File: config.mk
export PLATFORM = sky130hd
export DESIGN_NAME = apb_master_bridge_flat
export DESIGN_NICKNAME = d
export VERILOG_FILES = /design/src/rtl/apb_master_bridge_if.sv /design/src/rtl/apb_master_bridge.sv /design/src/flat_wrapper.sv
export SDC_FILE = /design/constraint.sdc
export NUM_CORES = 1
export LEC_CHECK = 0
export ABC_AREA = 1
export CORE_AREA = 2 2 150 93
export CTS_BUF_LIST = sky130_fd_sc_hd__clkbuf_4
export DETAILED_ROUTE_END_ITERATION = 10
export DIE_AREA = 0 0 152 95
export PLACE_DENSITY = 0.95
export SLEW_MARGIN = 5
export SYNTH_ARGS = -nofsm -noshare
export SYNTH_HDL_FRONTEND = slang
export SYNTH_SLANG_ARGS = --single-unit
File: constraint.sdc
create_clock -name PCLK -period 3.5 [get_ports PCLK]
set_clock_uncertainty 0.2 [all_clocks]
set_input_delay 0.525 -clock PCLK [delete_from_list [all_inputs] [get_ports PCLK]]
set_output_delay 0.525 -clock PCLK [all_outputs]
set_load 0.05 [all_outputs]
File: src/rtl/apb_master_bridge_if.sv
// APB bus bundle between the bridge (master) and its peripherals (slave).
// Slave k returns read data on PRDATA[32k+31:32k] and ready on PREADY[k].
interface apb_master_bridge_if #(
  parameter int NUM_SLAVES = 4
);
  logic [31:0]              PADDR;
  logic                     PWRITE;
  logic [31:0]              PWDATA;
  logic [NUM_SLAVES-1:0]    PSEL;
  logic                     PENABLE;
  logic [32*NUM_SLAVES-1:0] PRDATA;
  logic [NUM_SLAVES-1:0]    PREADY;

  modport master (
    output PADDR, PWRITE, PWDATA, PSEL, PENABLE,
    input  PRDATA, PREADY
  );

  modport slave (
    input  PADDR, PWRITE, PWDATA, PSEL, PENABLE,
    output PRDATA, PREADY
  );
endinterface

File: src/rtl/apb_master_bridge.sv
// Single-outstanding APB master bridge.
// Takes a CPU-side request, decodes the slave window from addr[15:12], runs
// the SETUP/ACCESS phases and returns a one-cycle done pulse, with err set on
// decode failure or when the selected slave never raises PREADY.
module apb_master_bridge #(
  parameter int          NUM_SLAVES = 4,
  parameter logic [15:0] BASE_HI    = 16'h1000,
  parameter int          TIMEOUT    = 16
) (
  input  logic                PCLK,
  input  logic                PRESET,
  input  logic                req,
  input  logic                write,
  input  logic [31:0]         addr,
  input  logic [31:0]         wdata,
  output logic [31:0]         rdata,
  output logic                done,
  output logic                err,
  output logic                busy,
  apb_master_bridge_if.master apb
);

  localparam int             CW       = $clog2(TIMEOUT + 1);
  localparam logic [4:0]     NS       = 5'(NUM_SLAVES);
  localparam logic [CW-1:0]  CNT_LAST = CW'(TIMEOUT - 1);
  localparam logic [CW-1:0]  CNT_ONE  = {{(CW-1){1'b0}}, 1'b1};
  localparam logic [CW-1:0]  CNT_ZERO = {CW{1'b0}};
  localparam logic [NUM_SLAVES-1:0] PSEL_NONE = {NUM_SLAVES{1'b0}};

  typedef enum logic [1:0] {
    ST_IDLE   = 2'd0,
    ST_SETUP  = 2'd1,
    ST_ACCESS = 2'd2,
    ST_ERR    = 2'd3
  } state_t;

  state_t                state_r, state_next_s;
  logic [CW-1:0]         cnt_r, cnt_next_s;
  logic                  ready_sel_s;
  logic [31:0]           rdata_sel_s;
  logic [31:0]           paddr_next_s, pwdata_next_s, rdata_next_s;
  logic                  pwrite_next_s, penable_next_s;
  logic                  done_next_s, err_next_s, busy_next_s;
  logic [NUM_SLAVES-1:0] psel_next_s;

  // Address is valid only inside the bridge window and on an existing slave.
  // The value decoded here is exactly what gets captured into PADDR.
  function automatic logic addr_valid(input logic [31:0] a);
    return (a[31:16] == BASE_HI) && ({1'b0, a[15:12]} < NS);
  endfunction

  // One-hot PSEL pattern for a slave index.
  function automatic logic [NUM_SLAVES-1:0] sel_onehot(input logic [3:0] sel);
    logic [NUM_SLAVES-1:0] oh;
    oh = PSEL_NONE;
    for (int k = 0; k < NUM_SLAVES; k++) begin
      oh[k] = (sel == 4'(k));
    end
    return oh;
  endfunction

  // Return path mux: PSEL is one-hot, so masking with it selects the slave
  // and drops PREADY/PRDATA from every unselected slave.
  always_comb begin
    ready_sel_s = |(apb.PREADY & apb.PSEL);
    rdata_sel_s = 32'd0;
    for (int k = 0; k < NUM_SLAVES; k++) begin
      rdata_sel_s = rdata_sel_s | (apb.PRDATA[32*k +: 32] & {32{apb.PSEL[k]}});
    end
  end

  // Next state and next value of every registered output.
  always_comb begin
    state_next_s   = state_r;
    cnt_next_s     = cnt_r;
    paddr_next_s   = apb.PADDR;
    pwrite_next_s  = apb.PWRITE;
    pwdata_next_s  = apb.PWDATA;
    psel_next_s    = apb.PSEL;
    penable_next_s = apb.PENABLE;
    rdata_next_s   = rdata;
    done_next_s    = 1'b0;
    err_next_s     = 1'b0;
    case (state_r)
      ST_IDLE: begin
        psel_next_s    = PSEL_NONE;
        penable_next_s = 1'b0;
        if (req) begin
          paddr_next_s  = addr;
          pwrite_next_s = write;
          pwdata_next_s = wdata;
          if (addr_valid(addr)) begin
            state_next_s = ST_SETUP;
            psel_next_s  = sel_onehot(addr[15:12]);
          end else begin
            state_next_s = ST_ERR;
          end
        end else begin
          state_next_s = ST_IDLE;
        end
      end
      ST_SETUP: begin
        state_next_s   = ST_ACCESS;
        penable_next_s = 1'b1;
      end
      ST_ACCESS: begin
        if (ready_sel_s) begin
          state_next_s   = ST_IDLE;
          done_next_s    = 1'b1;
          psel_next_s    = PSEL_NONE;
          penable_next_s = 1'b0;
          cnt_next_s     = CNT_ZERO;
          if (!apb.PWRITE) begin
            rdata_next_s = rdata_sel_s;
          end else begin
            rdata_next_s = rdata;
          end
        end else if (cnt_r == CNT_LAST) begin
          // Last allowed ACCESS cycle passed without PREADY: abort.
          state_next_s   = ST_IDLE;
          done_next_s    = 1'b1;
          err_next_s     = 1'b1;
          rdata_next_s   = 32'd0;
          psel_next_s    = PSEL_NONE;
          penable_next_s = 1'b0;
          cnt_next_s     = CNT_ZERO;
        end else begin
          cnt_next_s = cnt_r + CNT_ONE;
        end
      end
      ST_ERR: begin
        state_next_s = ST_IDLE;
        done_next_s  = 1'b1;
        err_next_s   = 1'b1;
        rdata_next_s = 32'd0;
      end
      default: begin
        state_next_s   = ST_IDLE;
        psel_next_s    = PSEL_NONE;
        penable_next_s = 1'b0;
        cnt_next_s     = CNT_ZERO;
      end
    endcase
    busy_next_s = (state_next_s != ST_IDLE);
  end

  // State, timeout counter and all outputs registered; reset abandons any transfer.
  always_ff @(posedge PCLK or negedge PRESET) begin
    if (!PRESET) begin
      state_r     <= ST_IDLE;
      cnt_r       <= CNT_ZERO;
      rdata       <= 32'd0;
      done        <= 1'b0;
      err         <= 1'b0;
      busy        <= 1'b0;
      apb.PADDR   <= 32'd0;
      apb.PWRITE  <= 1'b0;
      apb.PWDATA  <= 32'd0;
      apb.PSEL    <= PSEL_NONE;
      apb.PENABLE <= 1'b0;
    end else begin
      state_r     <= state_next_s;
      cnt_r       <= cnt_next_s;
      rdata       <= rdata_next_s;
      done        <= done_next_s;
      err         <= err_next_s;
      busy        <= busy_next_s;
      apb.PADDR   <= paddr_next_s;
      apb.PWRITE  <= pwrite_next_s;
      apb.PWDATA  <= pwdata_next_s;
      apb.PSEL    <= psel_next_s;
      apb.PENABLE <= penable_next_s;
    end
  end

endmodule

File: src/flat_wrapper.sv
// flat-port wrapper written by rule: the top's interface ports become plain ports
module apb_master_bridge_flat 
#(
  parameter int          NUM_SLAVES = 4,
  parameter logic [15:0] BASE_HI    = 16'h1000,
  parameter int          TIMEOUT    = 16
)
  (PCLK, PRESET, req, write, addr, wdata, rdata, done, err, busy, apb_PADDR, apb_PWRITE, apb_PWDATA, apb_PSEL, apb_PENABLE, apb_PRDATA, apb_PREADY);
  apb_master_bridge_if #(.NUM_SLAVES(NUM_SLAVES)) apb_i ();
  input  logic PCLK;
  input  logic PRESET;
  input  logic req;
  input  logic write;
  input  logic [31:0] addr;
  input  logic [31:0] wdata;
  output logic [31:0] rdata;
  output logic done;
  output logic err;
  output logic busy;
  output wire logic [$bits(apb_i.PADDR)-1:0] apb_PADDR;
  output wire logic [$bits(apb_i.PWRITE)-1:0] apb_PWRITE;
  output wire logic [$bits(apb_i.PWDATA)-1:0] apb_PWDATA;
  output wire logic [$bits(apb_i.PSEL)-1:0] apb_PSEL;
  output wire logic [$bits(apb_i.PENABLE)-1:0] apb_PENABLE;
  input wire logic [$bits(apb_i.PRDATA)-1:0] apb_PRDATA;
  input wire logic [$bits(apb_i.PREADY)-1:0] apb_PREADY;
  assign apb_PADDR = apb_i.PADDR;
  assign apb_PWRITE = apb_i.PWRITE;
  assign apb_PWDATA = apb_i.PWDATA;
  assign apb_PSEL = apb_i.PSEL;
  assign apb_PENABLE = apb_i.PENABLE;
  assign apb_i.PRDATA = apb_PRDATA;
  assign apb_i.PREADY = apb_PREADY;
  apb_master_bridge #(.NUM_SLAVES(NUM_SLAVES), .BASE_HI(BASE_HI), .TIMEOUT(TIMEOUT)) u_core (.PCLK(PCLK), .PRESET(PRESET), .req(req), .write(write), .addr(addr), .wdata(wdata), .rdata(rdata), .done(done), .err(err), .busy(busy), .apb(apb_i));
endmodule
==> metrics.json <==
{
  "sta": {
    "final.hold.worst_slack_ns": 0.298,
    "worst_pin_slew_ns": 0.733,
    "max_slew_margin_pct": 51.1,
    "maxClockFrequency_ghz": 0.363,
    "final_hold_viol_count": 0,
    "drv_slew": 0,
    "rsz0062_at_grt": "no",
    "period_share_pct": 78.7,
    "worst_slack_ns": 0.745,
    "timing.final.crit_period_ns": 2.76,
    "final-setup-viol-count": 0,
    "fin_tns_setup_ns": 0
  },
  "routing": {
    "dr.first_iter.drc_count": 394,
    "drcViolationCount": 0,
    "post_route_wl_mm": 18.1,
    "vias": 5944,
    "post_drt_wl_per_cell_um": 14.6,
    "detail_route.first_pass.iterations": 5,
    "detail_route.vias_per_cell": 4.78,
    "ant_nets": 0
  },
  "worst_setup_path": {
    "critical_path.startpoint_type": "flip-flop",
    "worstPathCellList": "clkdlybuf4s50_1",
    "path_delay_family": "buffers and inverters",
    "setup.reg_to_reg.worst_slack_ns": 1.19,
    "critical_path_required_ns": 2.77,
    "critPathBufInv": 1,
    "timing.critical_path.to_type": "output port",
    "critPathMaxFanout": 13,
    "slowest_delay_ns": 0.90,
    "critical_path_cell_with_the_highest_stage_delay": "sky130_fd_sc_hd__clkdlybuf4s50_1",
    "arrival_time_worst_endpoint_ns": 2.03,
    "crit_type": "reg -> out"
  },
  "place": {
    "gpl.final_weighted_congestion": 0.865,
    "dp_hpwl_mm": 13.9,
    "place_worst_setup_slack_ns": 0.959,
    "place.port_buffers": 304
  },
  "die": {
    "die-height_um": 95,
    "dieArea_um2": 14400,
    "die_width_um": 152,
    "start_util_pct": 41.6,
    "num_rows": 33,
    "fp.coreArea_um2": 13300,
    "floorplan.io_pins": 305
  },
  "final_layout": {
    "post_route_cells_drive_above_1_share_pct": 3.09,
    "diode_count": 0,
    "synthToLayoutAreaGrowth_pct": 59.3,
    "finalNetCount": 1267,
    "mostFrequentLayoutCell": "sky130_fd_sc_hd__nand2_1",
    "mostFrequentLayoutCells": "sky130_fd_sc_hd__nand2_1 (461), sky130_fd_sc_hd__clkdlybuf4s50_1 (303), sky130_fd_sc_hd__dfrtp_1 (112)"
  },
  "synth": {
    "syn_area_per_cell_um2": 7.04,
    "synth-simple-area-share_pct": 42.1,
    "synth_adder_area_share_pct": 0.227,
    "netlist_instances": 783,
    "synth-xor-area-share_pct": 0.318,
    "yosys.area.top_type_share_pct": 50.9,
    "synthDistinctLibCells": 23,
    "yosysWarningCount": 0,
    "netlist_top_cells_area": "sky130_fd_sc_hd__dfrtp_1 (51%), sky130_fd_sc_hd__nand2_1 (31%), sky130_fd_sc_hd__nor2_1 (5.5%)",
    "synth_fp_nets": 984,
    "synth_compound_area_share_pct": 1.36,
    "synth.area.mux_share_pct": 0,
    "synth.ff_latch_count": 112,
    "largest_family_of_logic_cells_by_synthesized_area": "simple AND/OR/NAND/NOR gates",
    "synth_top_cell_by_area": "sky130_fd_sc_hd__dfrtp_1",
    "synth_seq_area_share_pct": 50.9,
    "post_synth_instance_area_um2": 5510
  },
  "global_routing": {
    "grt_pass1_wl_mm": 27.9,
    "grt_pass1_vias": 5609,
    "grtUsageMet3_pct": 6.06,
    "overflow": 0,
    "grt_max_degree": 77,
    "grtUsageMet1_pct": 31.8,
    "grt_antenna_before_repair": 0,
    "gr-usage-all-layers_pct": 24.4,
    "use_met2_pct": 41.9,
    "grt_most_used_layer": "met2"
  },
  "clock_network": {
    "max-clock-path-buffers": 2,
    "postCtsResizedCells": 0,
    "clk-insertion-delay-late_ns": 0.45,
    "numClockSinks": 112,
    "number_of_hold_buffers_added_after_cts": 1,
    "tritoncts": "done",
    "cts_buffer_count": 9,
    "postCtsSetupRepairBufs": 0,
    "clock_pin_slew_worst_setup_and_hold_paths_ns": 0.16,
    "htree_num_levels": 3,
    "clock-root-buffer": "sky130_fd_sc_hd__clkbuf_4"
  },
  "hold_path": {
    "hold_path.class": "reg -> reg"
  },
  "pwr": {
    "max-vdd-ir-drop_uv": 638,
    "powerDensity_nw_per_um2": 650,
    "leakage_nw": 4.30
  },
  "outcome": {
    "outcome": "complete, no violations"
  },
  "run": {
    "max_cap_viol_count": 0
  }
}
==> logic make-up after synthesis <==
logic type	after synthesis
AOI/OAI and AO/OA	14
xor gates and xnor gates	2
adders and majority gates	1
buffers and inverters	62
DFF	112
and+or+nand+nor	592
==> area by class of cell <==
cell class,count,area (um^2)
multi-input cells,609,2430
clock inverters,5,45.0
clock buffers,9,67.6
fillers,1098,4470
well taps,175,219
inverters,20,75.1
repair buffers,314,3140
flip-flops and latches,112,2800
==> path summary, 6_finish.rpt <==
check / start / endpoint / depth (start not counted)
min in group asynchronous: PRESET / u_core.rdata[29]$_DFFE_PN0P_ / 2
max in group asynchronous: PRESET / u_core.apb.PWDATA[12]$_DFFE_PN0P_ / 3
worst max register to register: u_core.apb.PSEL[3]$_DFFE_PN0P_ / u_core.rdata[16]$_DFFE_PN0P_ / 8
worst max-delay path: u_core.apb.PSEL[2]$_DFFE_PN0P_ / apb_PSEL[2] / 1
worst min register to register: u_core.apb.PADDR[30]$_DFFE_PN0P_ / u_core.apb.PADDR[30]$_DFFE_PN0P_ / 2
worst min-delay path: u_core.apb.PADDR[30]$_DFFE_PN0P_ / u_core.apb.PADDR[30]$_DFFE_PN0P_ / 2
==> state kept, by name (all words and copies together), names as in the netlist <==
| name | count |
|---|---|
| u_core.apb.PWDATA | 32 |
| u_core.state_r | 2 |
| u_core.cnt_r | 5 |
| u_core.done | 1 |
| u_core.apb.PENABLE | 1 |
| u_core.rdata | 32 |
| u_core.err | 1 |
| u_core.apb.PWRITE | 1 |
| u_core.busy | 1 |
| u_core.apb.PADDR | 32 |
| u_core.apb.PSEL | 4 |
==> routing by layer <==
layer | routed length (um) | vias up
met3 | 1320 | 16
li1 | - | 2942
met5 | 0 | -
met4 | 249 | 0
met2 | 8850 | 238
met1 | 7710 | 2748
==> synthesized netlist by cell type <==
cell type	number
sky130_fd_sc_hd__buf_6	3
sky130_fd_sc_hd__a21boi_0	1
sky130_fd_sc_hd__nand2_2	1
sky130_fd_sc_hd__ha_1	1
sky130_fd_sc_hd__o31ai_1	1
sky130_fd_sc_hd__nor2_4	2
sky130_fd_sc_hd__inv_1	18
sky130_fd_sc_hd__inv_2	2
sky130_fd_sc_hd__nor2_1	81
sky130_fd_sc_hd__clkbuf_1	19
sky130_fd_sc_hd__o21ai_0	9
sky130_fd_sc_hd__nor2_2	1
sky130_fd_sc_hd__dfrtp_1	112
sky130_fd_sc_hd__nand2_1	461
sky130_fd_sc_hd__a21oi_1	3
sky130_fd_sc_hd__nor3_1	2
sky130_fd_sc_hd__nand4_1	7
sky130_fd_sc_hd__buf_1	2
sky130_fd_sc_hd__buf_4	3
sky130_fd_sc_hd__buf_2	15
sky130_fd_sc_hd__xor2_1	2
sky130_fd_sc_hd__nand3_2	2
sky130_fd_sc_hd__nand3_1	35
==> per-stage QoR <==
stage | area [um^2] | std cells | power, mW | util [%]
2_1_floorplan | 5510 | 783 | 3.96 | -
3_3_place_gp | 8660 | 1229 | 5.09 | 65.3
3_5_place_dp | 8660 | 1229 | 5.17 | 65.3
4_1_cts | 8780 | 1244 | 5.75 | 66.3
5_1_grt | 8780 | 1244 | 6.03 | 66.3
6_report | 8780 | 1244 | 5.70 | 66.3
==> power breakdown <==
group | internal, mW | leakage [nW] | switching, mW
clock network | 0.148 | 0.0600 | 0.424
registers | 1.70 | 1.45 | 0.240
logic | 1.06 | 2.79 | 2.13
total | 2.91 | 4.30 | 2.80
No activity file was read; power rests on OpenSTA's default activity.
==> RTL change 1: new RTL, same flow settings <==
`NUM_SLAVES` is set to 4 in 3 places; all go to 6.
--- a/src/rtl/apb_master_bridge_if.sv
+++ b/src/rtl/apb_master_bridge_if.sv
@@ -3,3 +3,3 @@
 interface apb_master_bridge_if #(
-  parameter int NUM_SLAVES = 4
+  parameter int NUM_SLAVES = 6
 );
--- a/src/rtl/apb_master_bridge.sv
+++ b/src/rtl/apb_master_bridge.sv
@@ -5,3 +5,3 @@
 module apb_master_bridge #(
-  parameter int          NUM_SLAVES = 4,
+  parameter int          NUM_SLAVES = 6,
   parameter logic [15:0] BASE_HI    = 16'h1000,
--- a/src/flat_wrapper.sv
+++ b/src/flat_wrapper.sv
@@ -3,3 +3,3 @@
 #(
-  parameter int          NUM_SLAVES = 4,
+  parameter int          NUM_SLAVES = 6,
   parameter logic [15:0] BASE_HI    = 16'h1000,
Ports: changed (resized apb_PRDATA, apb_PREADY and apb_PSEL); port bits go from 305 to 373. No check against the original RTL was run, so the function may have changed too.
==> RTL change 1 against the original RTL <==
Power rose by 8.9%. Count of clock-buffer cells in the layout rose by 9. Highest routed layer unchanged. Cell count rose by 13%. Area after synthesis grew 9.8%. Fmax down 8.6%. Cell area is 15% higher. Worst setup slack lost 260 ps. Via count increased by 20%. Routed wire length rose by 37%. Sequential cell count rose by 2.
==> RTL change 1: results <==
{
  "htreeDepth": 4,
  "final-seq-area_um2": 2850,
  "port_buffers": 372,
  "cts_buffers": 17,
  "holdPathEnd": "u_core.rdata[31]",
  "path_max_fanout": 33,
  "yosysUniqueCellTypes": 25,
  "synth_area_leaders": "dfrtp_1 (47%), nand2_1 (31%), nor2_1 (4.9%)",
  "synth-xor-area-share_pct": 0.289,
  "vdd_drop_max_mv": 0.717,
  "r2r-end": "u_core.rdata[21]",
  "drive_gt1_share_pct": 4.53,
  "place.detailed.hpwl_mm": 18.5,
  "drt-total-wl_mm": 24.8,
  "outcome": "finished, final reports clean",
  "min_from": "u_core.rdata[31]",
  "grt_pass1_vias": 6938,
  "yosys.area_share.adder_pct": 0.207,
  "rrSetupSlack_ps": 990,
  "ys_seq_area_share_pct": 47.1,
  "clk_pin_slew_ps": 100,
  "synth_commonest_cells": "nand2_1 (492), dfrtp_1 (114), nor2_1 (79), nand4_1 (39), nand3_1 (36)",
  "hold_ws_ps": 283,
  "grt_usage_pct": 33.7,
  "worstSetupStartpoint": "u_core.apb.PSEL[3]",
  "first_iter_violations": 512
}
## RTL change 1: changes by cell type after synthesis, moves of 2 or more
cell	change
nand4_1	+32
nand2_1	+31
o21ai_0	+12
clkbuf_1	+4
buf_6	+3
nand2_2	+3
buf_1	-2
buf_2	+2
dfrtp_1	+2
inv_1	-2
nand3_4	+2
nor2_1	-2
## RTL change 1: how the worst max path moves through the flow
| stage | to | depth (start not counted) |
|---|---|---|
| 6_report | apb_PSEL[3] | 2 |
| 3_3_place_gp | u_core.rdata[21] | 9 |
| 3_5_place_dp | u_core.rdata[5] | 9 |
| 5_1_grt | apb_PSEL[3] | 2 |
| 2_1_floorplan | u_core.rdata[10] | 10 |
| 4_1_cts | apb_PSEL[3] | 2 |
## RTL change 1: worst min-delay path: cells and delay by family, from the launching register on
family,cells,cell delay [ps]
flops,1,360
simple gates,2,100
## RTL change 1: layout make-up
cell class	instances	area share, %
clock buffers	18	1.33
clock inverters	14	1.54
inverters	17	0.630
multi-input cells	688	28.3
flip-flops and latches	114	28.2
well taps	175	2.16
repair buffers	384	37.9
## RTL change 1: layer usage
metal | global-route usage, % | share of wire (%) | vias to the layer above
li1 | - | - | 3413
met1 | 41.0 | 40 | 3328
met2 | 57.1 | 49 | 337
met3 | 11.1 | 8.3 | 46
met4 | 11.7 | 2.3 | 0
met5 | 0 | 0 | -
## RTL change 1: where the power goes
group          total [W]  switching, W  internal (W)  leakage (nW)
registers        0.00198      0.000267       0.00171          1.48
logic            0.00323       0.00212       0.00111          3.05
clock network    0.00101      0.000570      0.000440         0.146
total            0.00621       0.00296       0.00326          4.67
## RTL change 1: cells by family after synthesis
logic type	after synthesis
and+or+nand+nor	659
xor gates and xnor gates	2
adders and majority gates	1
AOI/OAI and AO/OA	26
buffers and inverters	67
DFF	114
## RTL change 1: metrics by stage
step           std cells  cell area [µm²]  worst slack, ps
6_report            1410            10100              485
5_1_grt             1410            10100              386
2_1_floorplan        869             6050             1600
4_1_cts             1410            10100              469
3_5_place_dp        1377             9830              755
3_3_place_gp        1377             9830              896
==> RTL change 2: new RTL, same settings <==
Without the edit above. The output `err` loses its register stage (`err` becomes a continuous assignment). Comments in the files are not updated.
--- a/src/rtl/apb_master_bridge.sv
+++ b/src/rtl/apb_master_bridge.sv
@@ -153,3 +153,2 @@
       done        <= 1'b0;
-      err         <= 1'b0;
       busy        <= 1'b0;
@@ -165,3 +164,2 @@
       done        <= done_next_s;
-      err         <= err_next_s;
       busy        <= busy_next_s;
@@ -175,2 +173,4 @@
 
+  assign err = err_next_s;
+
 endmodule
Function: changed (a bounded check fails within 4 cycles, from zero or initial values and one cycle with PRESET low).
==> RTL change 2 against the original RTL <==
Routed wire length decreased by 0.25%. First-iteration DRC count rose by 12%. Fmax decreased by 2.2%. Die area unchanged. Sequential cell count decreased by 1. Count of clock-buffer cells in the layout increased by 1. Critical endpoint is now apb_PSEL[3]. Worst setup slack got worse by 62 ps. Cell area fell by 0.44%. Cell count about the same. Largest cell class unchanged. Area after synthesis fell by 0.45%. Power decreased by 0.15%. Largest power group unchanged. Combinational power hardly changed.
==> RTL change 2: results <==
{
  "outcome": "finished, final reports clean",
  "cpMaxStageDelayCell": "clkdlybuf4s50_1",
  "gp_congestion": 0.832,
  "synth-xor-area-share_pct": 0.319,
  "arrival_ps": 2090,
  "nFillCells": 1100,
  "place.detailed.hpwl_mm": 13.8,
  "vdd_drop_max_mv": 0.661,
  "routed_via_density": 4.75,
  "syn_area_per_cell_um2": 7.02,
  "syn_nets": 983,
  "p_leak_nw": 4.29,
  "yosysUniqueCellTypes": 23,
  "synth_compound_area_share_pct": 1.37,
  "worstMarginPinSlew_ps": 721,
  "grt_pass1_vias": 5694,
  "grt_usage_pct": 24.5,
  "n_antenna_cell": 0,
  "synth_commonest_cells": "nand2_1 (461), dfrtp_1 (111), nor2_1 (81), nand3_1 (35), clkbuf_1 (19)",
  "ys.flop_type": "dfrtp_1",
  "drt-total-wl_mm": 18.1,
  "ys_seq_area_share_pct": 50.6,
  "drt_pre_antenna_iters": 6,
  "dpl_cell_area_um2": 8610,
  "top_regs": "u_core.apb.PADDR (32), u_core.apb.PWDATA (32), u_core.rdata (32)",
  "hold_path_class": "reg -> reg",
  "first_iter_violations": 441,
  "path_max_fanout": 15,
  "critPathMaxStageDelay_ps": 920,
  "post_cts_resized": 0,
  "yosys.area_share.adder_pct": 0.228,
  "drive_gt1_share_pct": 3.36,
  "clk_pin_slew_ps": 160,
  "clockRootBuffer": "clkbuf_4",
  "synth_area_leaders": "dfrtp_1 (51%), nand2_1 (32%), nor2_1 (5.5%)",
  "power.density_nw_per_um2": 651,
  "place_ws_ps": 938,
  "htreeDepth": 3,
  "final_cells": 1245,
  "grt_pass1_wl_mm": 28.2
}
==> RTL change 2: tightest hold or removal path: stages, from the launching register on <==
cell and delay [ps]:
dfrtp_1 370, nand2_1 50, nand2_1 50
==> RTL change 2: worst paths after layout <==
check | start | slack, ps | cells past startpoint | to
max reg2reg | u_core.apb.PSEL[1] | 1150 | 8 | u_core.rdata[8]
max | u_core.apb.PSEL[3] | 680 | 1 | apb_PSEL[3]
max in group asynchronous | PRESET | 1820 | 3 | u_core.apb.PWDATA[25]
min reg2reg | u_core.rdata[24] | 290 | 2 | u_core.rdata[24]
min in group asynchronous | PRESET | 400 | 2 | u_core.rdata[3]
min | u_core.rdata[24] | 290 | 2 | u_core.rdata[24]
==> RTL change 2: cell type report <==
type | count | share of cell area (%)
Clock buffer | 10 | 0.859
Inverter | 20 | 0.859
Multi-Input combinational cell | 609 | 27.8
Tap cell | 175 | 2.50
Clock inverter | 5 | 0.501
Timing Repair Buffer | 315 | 35.7
Sequential cell | 111 | 31.8
==> RTL change 2: kinds of logic (layout without fill, tap and decap cells) <==
kind of cell | Yosys count | after routing
xor gates and xnor gates | 2 | 2
buffers and inverters | 62 | 350
and+or+nand+nor | 592 | 592
AOI/OAI and AO/OA | 14 | 14
adders and majority gates | 1 | 1
DFF | 111 | 111
==> RTL change 2: where the power goes <==
part,switching (W),total (W),leakage (nW),internal [W]
clock,0.000424,0.000583,0.0606,0.000158
combinational,0.00214,0.00319,2.79,0.00105
sequential,0.000237,0.00192,1.43,0.00168
==> RTL change 2: metal layers <==
metal / up-vias / GRT usage, % / part of all wire, %
li1: 2946 / - / -
met3: 21 / 5.97 / 6.7
met1: 2727 / 32.4 / 43
met2: 214 / 41.5 / 49
met5: - / 0 / 0
met4: 0 / 5.69 / 1.5
